[config.mk]
export PLATFORM = sky130hd
export DESIGN_NAME = mersenne_factoring
export DESIGN_NICKNAME = d
export VERILOG_FILES = /design/src/rtl/mersenne_pkg.sv /design/src/rtl/mod_mult_serial.sv /design/src/rtl/mersenne_factoring.sv
export SDC_FILE = /design/constraint.sdc
export NUM_CORES = 1
export LEC_CHECK = 0
export ABC_CLOCK_PERIOD_IN_PS = 18700
export CAP_MARGIN = 20
export CORE_MARGIN = 1.5
export CORE_UTILIZATION = 40
export DETAILED_ROUTE_END_ITERATION = 10
export DONT_BUFFER_PORTS = 1
export PLACE_DENSITY_LB_ADDON = 0.15
export SLEW_MARGIN = 20
export SYNTH_ARGS = -nofsm -noshare
export SYNTH_HDL_FRONTEND = slang
export SYNTH_SLANG_ARGS = --single-unit
export TNS_END_PERCENT = 20
[constraint.sdc]
create_clock -name sys_clk -period 18.7 [get_ports sys_clk]
set_input_delay 2.805 -clock sys_clk [delete_from_list [all_inputs] [get_ports sys_clk]]
set_output_delay 2.805 -clock sys_clk [all_outputs]
set_load 0.05 [all_outputs]
[src/rtl/mersenne_pkg.sv]
// Shared types and constants for the Mersenne trial-division lane.
package mersenne_pkg;

    localparam int W          = 32;
    localparam int SQR_CYCLES = 32;
    localparam int LATENCY    = 1058;
    localparam int IDX_W      = $clog2(W);

    typedef enum logic [2:0] {
        IDLE,
        LOAD,
        SQR,
        DBL,
        CHECK,
        DONE
    } state_t;

    // Single conditional subtract. Valid when t < 2n. n == 0 disables the
    // reduction, and the value is simply truncated.
    function automatic logic [W-1:0] mod_reduce(input logic [W:0] t, input logic [W-1:0] n);
        logic [W:0] v;
        v = t;
        if ((n != '0) && (v >= {1'b0, n}))
            v = v - {1'b0, n};
        return v[W-1:0];
    endfunction

endpackage

[src/rtl/mod_mult_serial.sv]
// Interleaved shift-add modular multiplier: prod = a*b mod n, one bit of b per cycle, MSB first.
module mod_mult_serial
    import mersenne_pkg::*;
(
    input  logic         clk,
    input  logic         rst_n,
    input  logic         start,
    input  logic [W-1:0] a,
    input  logic [W-1:0] b,
    input  logic [W-1:0] n,
    output logic         done,
    output logic [W-1:0] prod
);

    // Handshake: a one-cycle start clears the accumulator. The following W
    // cycles each consume one bit of b. done is high during the cycle whose
    // edge completes the last step, and prod is valid from that edge until the
    // next start. a, b and n must stay stable while the multiplier is busy.
    logic             busy;
    logic [IDX_W-1:0] j;
    logic [W-1:0]     acc_dbl;
    logic [W-1:0]     acc_next;

    always_comb begin
        acc_dbl  = mod_reduce({prod, 1'b0}, n);
        acc_next = acc_dbl;
        if (b[j])
            acc_next = mod_reduce({1'b0, acc_dbl} + {1'b0, a}, n);
        done = busy && (j == '0);
    end

    always_ff @(posedge clk or negedge rst_n) begin
        if (!rst_n) begin
            busy <= 1'b0;
            j    <= '0;
            prod <= '0;
        end else if (start) begin
            busy <= 1'b1;
            j    <= IDX_W'(W - 1);
            prod <= '0;
        end else if (busy) begin
            prod <= acc_next;
            j    <= j - 1'b1;
            if (j == '0)
                busy <= 1'b0;
        end
    end

endmodule

[src/rtl/mersenne_factoring.sv]
// One trial-division lane: computes 2^p mod d by MSB-first square-and-double and flags divisibility of 2^p-1.
module mersenne_factoring
    import mersenne_pkg::*;
(
    input  logic         sys_clk,
    input  logic         sys_rst_n,
    input  logic         start,
    input  logic [W-1:0] p,
    input  logic [W-1:0] d,
    output logic         isPrime,
    output logic         finished,
    output state_t       state_dbg
);

    state_t           state;
    state_t           state_next;
    logic [W-1:0]     p_q;
    logic [W-1:0]     d_q;
    logic [W-1:0]     r;
    logic [IDX_W-1:0] i;
    logic             is_prime;
    logic             mult_start;
    logic             mult_done;
    logic [W-1:0]     mult_prod;
    logic [W-1:0]     r_dbl;
    logic [W-1:0]     one_mod_d;

    // r is held constant through SQR, so the squarer can read it directly.
    mod_mult_serial u_sqr (
        .clk   (sys_clk),
        .rst_n (sys_rst_n),
        .start (mult_start),
        .a     (r),
        .b     (r),
        .n     (d_q),
        .done  (mult_done),
        .prod  (mult_prod)
    );

    always_comb begin
        mult_start = (state == LOAD) || ((state == DBL) && (i != '0));
        r_dbl      = p_q[i] ? mod_reduce({mult_prod, 1'b0}, d_q) : mult_prod;
        one_mod_d  = (d_q == W'(1)) ? '0 : W'(1);
    end

    always_comb begin
        state_next = state;
        case (state)
            IDLE:    if (start) state_next = LOAD;
            LOAD:    state_next = SQR;
            SQR:     if (mult_done) state_next = DBL;
            DBL:     state_next = (i == '0) ? CHECK : SQR;
            CHECK:   state_next = DONE;
            DONE:    if (start) state_next = LOAD;
            default: state_next = IDLE;
        endcase
    end

    always_ff @(posedge sys_clk or negedge sys_rst_n) begin
        if (!sys_rst_n) begin
            state    <= IDLE;
            p_q      <= '0;
            d_q      <= '0;
            r        <= '0;
            i        <= '0;
            is_prime <= 1'b0;
        end else begin
            state <= state_next;
            case (state)
                IDLE, DONE: begin
                    if (start) begin
                        p_q <= p;
                        d_q <= d;
                    end
                end
                LOAD: begin
                    r <= one_mod_d;
                    i <= IDX_W'(W - 1);
                end
                DBL: begin
                    r <= r_dbl;
                    if (i != '0)
                        i <= i - 1'b1;
                end
                CHECK: is_prime <= (d_q == '0) || (r != one_mod_d);
                default: ;
            endcase
        end
    end

    assign isPrime   = is_prime;
    assign finished  = (state == DONE);
    assign state_dbg = state;

endmodule

==> run summary, run 1 <==
In this run, CTS created clock tree buffers numbering 17. The slew at the pin with the worst max-slew slack is 1.101 ns. For this block, the initial DRC count from the detailed router was 1088. The worst setup path is launched from a register. The maximum fanout encountered on the critical timing path is 43, and the deepest level of the CTS H-tree is 4. The run gives 0.01122 ns as the worst clock skew. Proportion of synthesized flip-flops having asynchronous set or reset: 1.000. The logs give 0 for the number of hold violations in the final report and 1444 for the synthesized instance count. In this run the register-to-register setup slack is 9.46 ns.

Setup repair after global routing left no endpoint under its margin. The run gives 0 as the max-slew violation count. Static timing analysis puts the maximum clock frequency at 108.2 MHz. The via count normalized by instance count came out at 6.096. The tools report the later-pin clock latency in the skew report as 0.44 ns.

The normalized max-slew margin is 0.2653. The floorplan step set the die width to 179.3 um. The root buffer cell chosen for the clock tree is sky130_fd_sc_hd__clkbuf_16.

STA classifies the critical path endpoint as a register. The top cell types in the final layout, fill and taps aside, are 170 x sky130_fd_sc_hd__nand2_1, 145 x sky130_fd_sc_hd__o21ai_0, 143 x sky130_fd_sc_hd__dfrtp_1, 113 x sky130_fd_sc_hd__a21oi_1, 99 x sky130_fd_sc_hd__ha_1. The number of gates resized after CTS is 0, and the net total in the final layout is 1579.

The die boundary height works out to 179.3 um. For this design the top-level I/O count stands at 72. The tools report the launch instance of the worst min-delay path as p_q[7]$_DFFE_PN0P_.

The share of the core filled with cells came out at 0.4356. For the number of global-route vias before repair, the log shows 10570. At the placement stage, the worst setup path has a slack of 9.619 ns. The critical path in this run is classified as reg -> reg. The starting density of the core was 0.4065; the via count of the routed design was 11090. The HPWL after detailed placement is 32570 um. Adding up every negative setup slack in the final design gives 0 ns. For this block, wires on met1 add up to 18990 um.

Global routing finished with a remaining overflow of 0. In the final routed layout, each cell accounts on average for 22.91 um. The Yosys step of the flow raised 0 warnings. The TritonCTS sink count is 143, and the total wirelength of the detailed-routed design is 41670 um. The synthesized design contains 143 register bits.

Counting every net in the synthesized netlist gives 1613. The hold buffer count at cts was 0. The fraction of the yosys area taken by sequential cells was 0.2878; the fraction of final layout cells sized beyond drive strength 1 was 0.09628. The run finished with clean final reports. After clock tree synthesis, the setup repair step added 0 buffers. Tracing the worst setup path back leads to its startpoint at d_q[1]$_DFFE_PN0P_. Once detail routing completed, the nets flagged for antenna violations numbered 0. The biggest cell delay along the critical path works out to 0.84 ns.

Number of fillers in the final layout: 3053. The worst path meets setup with 9.462 ns of slack. Buffers placed on the I/O ports in this run total 0. Area of the die: 32150 um2.

The logs give 3427 um for the routed wire length on met3 and 0 for the max-cap check violation count. The first global-routing pass estimated 63490 um of wire. Clock edge transition at the registers on the reported setup and hold paths: 0.07 ns. Data arrives at the worst endpoint at 9.55 ns. Slowest stage cell on the critical path: sky130_fd_sc_hd__a21o_1.

Relative to the synthesized area, the layout overhead comes to 7.165%. The routed design uses 18370 um of met2 wire. Entering global routing, the biggest net connects 144 pins. The run gives 0 as the initial antenna violation count. For this run, the leading register cell type out of synthesis is sky130_fd_sc_hd__dfrtp_1.

In this run the deepest clock path goes through 2 buffers. After floorplanning, the core was sized to cover 30590 um2. The congestion estimate from routability-driven global placement came to 0.9861.

TritonCTS built the clock tree. The run gives 0 as the number of inserted diodes. The worst register-to-register path begins at d_q[1]$_DFFE_PN0P_.

Average size of a mapped cell: 8.610 um2. Leading cell type in the layout, fill and taps excluded: sky130_fd_sc_hd__nand2_1. Worst min-delay path class: reg -> reg.

At the worst endpoint, the required time is 19.01 ns. Summing every instance area after synthesis gives 12430 um2. The worst path needs 9.238 ns of the cycle, external delays included.

The number of enable flip-flop cells after synthesis came out at 0. Number of endpoints failing setup at the final stage: 0. The number of different library cells used by synthesis comes to 87.

The tools report the total routing resource utilization after global routing as 0.2650. Row generation in the floorplan step produced 64 rows. After detailed routing, the number of remaining DRC violations is 0.

The pre-antenna-repair detailed-routing pass consisted of 6 iterations. The uppermost metal layer occupied by signal nets was met4. The share of the cycle needed by the critical path after routing was 0.4940.
sequential cells by signal, summed over array words and instances, names as in the netlist:
signal / count
isPrime: 1
u_sqr.prod: 32
u_sqr.busy: 1
i: 5
state_dbg: 3
d_q: 32
p_q: 32
u_sqr.j: 5
r: 32
worst max-delay path: cells and delay by family, from the launching register on:
family                   cells  cell delay (ns)
buffers and inverters        2             0.58
multiplexers                 2             0.70
adder cells (fa/ha/maj)      3             1.12
AND/OR/NAND/NOR              3             0.56
flip-flops                   1             0.44
AO/OA/AOI/OAI               19             5.62
cells by family (layout without fill, tap and decap cells):
family | after synthesis | in the layout | synth area share
AOI/OAI and AO/OA | 466 | 466 | 0.2407
xor gates and xnor gates | 81 | 81 | 0.05706
adders and majority gates | 102 | 102 | 0.1045
buffers and inverters | 143 | 122 | 0.04649
DFF | 143 | 143 | 0.2878
muxes | 101 | 101 | 0.1061
and+or+nand+nor | 408 | 408 | 0.1574
final timing paths:
| check | endpoint | depth (start not counted) |
|---|---|---|
| max | u_sqr.prod[2]$_DFFE_PN0P_ | 29 |
| min in group asynchronous | u_sqr.j[2]$_DFFE_PN0P_ | 0 |
| max in group asynchronous | d_q[1]$_DFFE_PN0P_ | 0 |
| max reg2reg | u_sqr.prod[2]$_DFFE_PN0P_ | 29 |
| min | p_q[7]$_DFFE_PN0P_ | 1 |
| min reg2reg | p_q[7]$_DFFE_PN0P_ | 1 |
per-stage QoR:
| step | hold WS [ns] | instance area, um2 | instances |
|---|---|---|---|
| floorplan | 0.4752 | 12430 | 1444 |
| global placement | 0.4866 | 12740 | 1787 |
| detailed placement | 0.4941 | 12740 | 1787 |
| CTS | 0.5091 | 13320 | 1819 |
| global route | 0.5251 | 13320 | 1819 |
| finish | 0.5041 | 13320 | 1819 |
Yosys cell counts, types with 6 or more instances:
| master | n | area (um2) |
|---|---|---|
| sky130_fd_sc_hd__a211o_1 | 6 | 52.55 |
| sky130_fd_sc_hd__nor4_1 | 20 | 125.1 |
| sky130_fd_sc_hd__nand4_1 | 12 | 75.07 |
| sky130_fd_sc_hd__xor2_1 | 24 | 210.2 |
| sky130_fd_sc_hd__o211ai_1 | 11 | 82.58 |
| sky130_fd_sc_hd__a31oi_1 | 11 | 68.82 |
| sky130_fd_sc_hd__nand3_1 | 29 | 145.1 |
| sky130_fd_sc_hd__nand2b_1 | 16 | 100.1 |
| sky130_fd_sc_hd__a22oi_1 | 8 | 60.06 |
| sky130_fd_sc_hd__o21ai_1 | 10 | 50.05 |
| sky130_fd_sc_hd__nor3b_1 | 6 | 45.04 |
| sky130_fd_sc_hd__xnor2_1 | 57 | 499.2 |
| sky130_fd_sc_hd__buf_2 | 14 | 70.07 |
| sky130_fd_sc_hd__o22ai_1 | 6 | 37.54 |
| sky130_fd_sc_hd__nor2b_1 | 9 | 56.30 |
| sky130_fd_sc_hd__o21a_1 | 16 | 120.1 |
| sky130_fd_sc_hd__o32ai_1 | 10 | 87.58 |
| sky130_fd_sc_hd__a211oi_1 | 9 | 67.56 |
| sky130_fd_sc_hd__o21ai_0 | 145 | 725.7 |
| sky130_fd_sc_hd__a21oi_1 | 114 | 570.6 |
| sky130_fd_sc_hd__o31ai_1 | 12 | 90.09 |
| sky130_fd_sc_hd__nand2_1 | 170 | 638.1 |
| sky130_fd_sc_hd__and2_1 | 9 | 56.30 |
| sky130_fd_sc_hd__and3_1 | 13 | 81.33 |
| sky130_fd_sc_hd__mux2_2 | 46 | 518.0 |
| sky130_fd_sc_hd__ha_1 | 99 | 1239 |
| sky130_fd_sc_hd__dfrtp_1 | 143 | 3578 |
| sky130_fd_sc_hd__clkbuf_1 | 43 | 161.4 |
| sky130_fd_sc_hd__mux2i_1 | 35 | 350.3 |
| sky130_fd_sc_hd__a21o_1 | 46 | 345.3 |
| sky130_fd_sc_hd__mux4_2 | 20 | 450.4 |
| sky130_fd_sc_hd__inv_1 | 78 | 292.8 |
| sky130_fd_sc_hd__nor2_1 | 76 | 285.3 |
| sky130_fd_sc_hd__nor3_1 | 18 | 90.09 |
| sky130_fd_sc_hd__o21bai_1 | 7 | 52.55 |
per-layer routing:
metal,global-route usage,up-vias
met2,0.4080,453
met1,0.3800,5351
met3,0.04580,42
met4,0.07507,0
li1,-,5243
met5,0,-
layout make-up:
cell class / count / area (um2) / area share
Timing Repair Buffer: 11 / 82.58 / 0.006198
Multi-Input combinational cell: 1158 / 8292 / 0.6223
Tap cell: 396 / 495.5 / 0.03719
Clock inverter: 15 / 153.9 / 0.01155
Inverter: 79 / 296.5 / 0.02226
Clock buffer: 17 / 425.4 / 0.03193
Sequential cell: 143 / 3578 / 0.2686
Power of run 1 is not shown: default switching activity piles up to over one toggle a cycle in this logic, so the estimate is an artifact.
==> inputs of run 2 (changes only) <==
--- a/config.mk
+++ b/config.mk
@@ -5,7 +5,8 @@
 export SDC_FILE = /design/constraint.sdc
 export NUM_CORES = 1
 export LEC_CHECK = 0
-export ABC_CLOCK_PERIOD_IN_PS = 18700
+export ABC_AREA = 1
+export ABC_CLOCK_PERIOD_IN_PS = 9000
 export CAP_MARGIN = 20
 export CORE_MARGIN = 1.5
 export CORE_UTILIZATION = 40
==> constraint.sdc (replaced) <==
create_clock -name sys_clk -period 9 [get_ports sys_clk]
set_input_delay 1.35 -clock sys_clk [delete_from_list [all_inputs] [get_ports sys_clk]]
set_output_delay 1.35 -clock sys_clk [all_outputs]
set_load 0.05 [all_outputs]
==> run summary, run 2 <==
The run finished with clean final reports. Of all nets on the critical path, the largest fanout is 65. In the final routed layout, each cell accounts on average for 20.93 um. The total overflow left after global routing is 0. Among all cell types in the netlist, the one instantiated most often is sky130_fd_sc_hd__nand2_1. The run gives 2590 as the synthesized instance count. For the TritonCTS sink count, the log shows 143.

TritonCTS built the clock tree. STA classifies the critical path startpoint as a register. The via count normalized by instance count works out to 5.403. Of all cell types, the one taking the most synthesized area is sky130_fd_sc_hd__dfrtp_1. The most used flip-flop cell after synthesis is sky130_fd_sc_hd__dfrtp_1. The repair_antennas step left the layout with diodes totalling 0. The normalized max-slew margin was 0.2601; the number of buffers inserted during clock tree synthesis was 17. Number of nets with antenna violations after routing: 0. The starting density of the core is 0.4051.

The logs give 96660 um for the wire length of the first global-routing pass and 0 ns for the final setup TNS. For the routed wire length on met3, the log shows 4380 um. The synthesis warning total came out at 0.

For the finished layout, the period the worst path requires is 7.872 ns. At the pin with the least slew margin, the transition time is 1.109 ns. For the register-to-register path setup slack, the log shows 1.13 ns.

The detailed router used layers up to and including met4. The worst clock skew is 0.01215 ns. The number of distinct library cells after synthesis was 43; the area of the die was 39140 um2. The tree is rooted in a sky130_fd_sc_hd__clkbuf_16.

The number of synthesized register bits is 143, and the max-cap check violation count is 0. Fraction of the yosys area taken by sequential cells: 0.2356. After detailed routing, the wire length on met1 is 28860 um. The critical setup path kind is reg -> reg.

After detailed routing, the number of remaining DRC violations is 0. Sorting the synthesized cells by how often they occur yields 911 x sky130_fd_sc_hd__nand2_1, 424 x sky130_fd_sc_hd__inv_1, 270 x sky130_fd_sc_hd__nand3_1. The fraction of final layout cells sized beyond drive strength 1 was 0.03438; the die boundary height was 197.9 um. The cell repeated most along the worst path is sky130_fd_sc_hd__nand2_1.

The total met2 wirelength after detailed routing was 28540 um; the clock edge transition at the registers on the reported setup and hold paths was 0.07 ns. For the critical path arrival, the log shows 8.21 ns. The initial antenna violation count came out at 0. STA classifies the critical path endpoint as a register. Buffers placed on the I/O ports in this run total 0. After detailed routing, the total wire length is 64280 um. The largest single stage delay on the critical path is 0.83 ns. Synthesized netlist net count: 2759.

72 I/O pins were placed. After the first detailed-routing iteration, the DRC count stood at 1665. The run gives 37490 um2 as the area of the core. The number of hold violations in the final report is 0.

The proportion of synthesized flip-flops having asynchronous set or reset is 1.000, and the max-slew violation count is 0. The H-tree was split into 4 levels. A synthesized cell averages 5.864 um2.

Clock latency on the worst-skew pair, taken at its later pin, is 0.45 ns. The total routing resource utilization after global routing is 0.3350. The run gives 16590 as the via count of the routed design. The share of the cycle needed by the critical path after routing was 0.8747.

Leading cell type in the layout, fill and taps excluded: sky130_fd_sc_hd__nand2_1. Based on the critical path, the design can be clocked at up to 127.0 MHz. Setup repair after global routing left no endpoint under its margin.

The die is 197.9 um wide. The maximum number of pins on one net before global-route repair is 144. Setup violations remaining at the end of the flow were counted as 0. The tools report the number of rows in the core area as 71. The final estimated routing congestion in global placement was 1.015. Buffers inserted to repair hold after CTS numbered 0.

The final layout contains 2717 nets. The buffer count from post-CTS setup fixing was 0. The area growth from synthesis to layout is 5.997%.

The library cells used most frequently in the layout, excluding fill and tap cells, are 910 x sky130_fd_sc_hd__nand2_1, 424 x sky130_fd_sc_hd__inv_1, 269 x sky130_fd_sc_hd__nand3_1, 232 x sky130_fd_sc_hd__nor2_1, 143 x sky130_fd_sc_hd__dfrtp_1. The share of the synthesized area in the top cell type was 0.2356; the number of detailed-routing iterations run before antenna repair was 6. The tools report the post-synthesis instance area as 15190 um2. The clock passes through at most 2 buffers. Once detailed placement completed, the half-perimeter wirelength came to 52730 um. The number of global-route vias before repair is 15730.

Worst min-delay path class: reg -> reg. The number of gates resized after CTS is 0, and the number of enable flip-flop cells after synthesis is 0. The run gives 9.34 ns as the data required time at the worst endpoint. Among all stages on the critical path, the largest delay is contributed by sky130_fd_sc_hd__nor4_1. After synthesis, the cell types taking the most area are sky130_fd_sc_hd__dfrtp_1 24%, sky130_fd_sc_hd__nand2_1 23%, sky130_fd_sc_hd__inv_1 10%.
-- run 2: cell count changes after synthesis, sizes merged, moves of 35 or more --
| cell | previous run | this run |
|---|---|---|
| a21o | 46 | 2 |
| inv | 79 | 430 |
| mux2i | 35 | 0 |
| nand2 | 170 | 918 |
| nand3 | 29 | 272 |
| nor2 | 76 | 240 |
| o21ai | 155 | 95 |
| xnor2 | 57 | 16 |
-- run 2: layer usage --
metal | vias to the layer above | track usage
li1 | 8043 | -
met1 | 7807 | 0.4568
met2 | 631 | 0.5309
met3 | 112 | 0.05059
met4 | 0 | 0.1318
met5 | - | 0
-- run 2: stage by stage --
step	hold slack [ns]	instances	worst slack, ns	cell area [um2]	utilization
after floorplan	0.4491	2590	4.285	15190	-
after global routing	0.5221	3071	0.7640	16100	0.4294
after detailed placement	0.4702	3040	1.337	15520	0.4140
after global placement	0.4882	3040	1.311	15520	0.4140
final	0.4976	3071	1.128	16100	0.4294
after CTS	0.4950	3071	1.304	16100	0.4294
-- run 2: final cells by class --
type	instances	area, um2
inverters	430	1614
flip-flops and latches	143	3578
multi-input cells	1951	9652
fillers	4243	21390
repair buffers	5	37.54
clock inverters	12	123.9
well taps	511	639.4
clock buffers	19	452.9
-- run 2: critical path, delay by kind of cell (launching register included) --
kind | cells | cell delay [ns]
XOR/XNOR | 1 | 0.62
AO/OA/AOI/OAI | 2 | 0.62
flip-flops | 1 | 0.36
buffers and inverters | 3 | 0.74
AND/OR/NAND/NOR | 22 | 4.67
adder cells (fa/ha/maj) | 2 | 0.69
-- run 2: worst paths after layout --
| kind | to | cells after the start | start |
|---|---|---|---|
| setup / recovery | u_sqr.prod[19]$_DFFE_PN0P_ | 30 | d_q[17]$_DFFE_PN0P_ |
| hold / removal | u_sqr.prod[31]$_DFFE_PN0P_ | 2 | u_sqr.prod[31]$_DFFE_PN0P_ |
| setup reg to reg | u_sqr.prod[19]$_DFFE_PN0P_ | 30 | d_q[17]$_DFFE_PN0P_ |
| hold reg to reg | u_sqr.prod[31]$_DFFE_PN0P_ | 2 | u_sqr.prod[31]$_DFFE_PN0P_ |
| max in group asynchronous | d_q[17]$_DFFE_PN0P_ | 0 | sys_rst_n |
| min in group asynchronous | u_sqr.j[4]$_DFFE_PN0P_ | 0 | sys_rst_n |
-- run 2: logic make-up after synthesis --
logic type / Yosys count / synth area share
muxes: 14 / 0.01038
buffers and inverters: 496 / 0.1305
DFF: 143 / 0.2356
adders and majority gates: 102 / 0.08552
and+or+nand+nor: 1522 / 0.4174
xor gates and xnor gates: 48 / 0.02768
AOI/OAI and AO/OA: 265 / 0.09293
Power of run 2 is left out for the same reason.
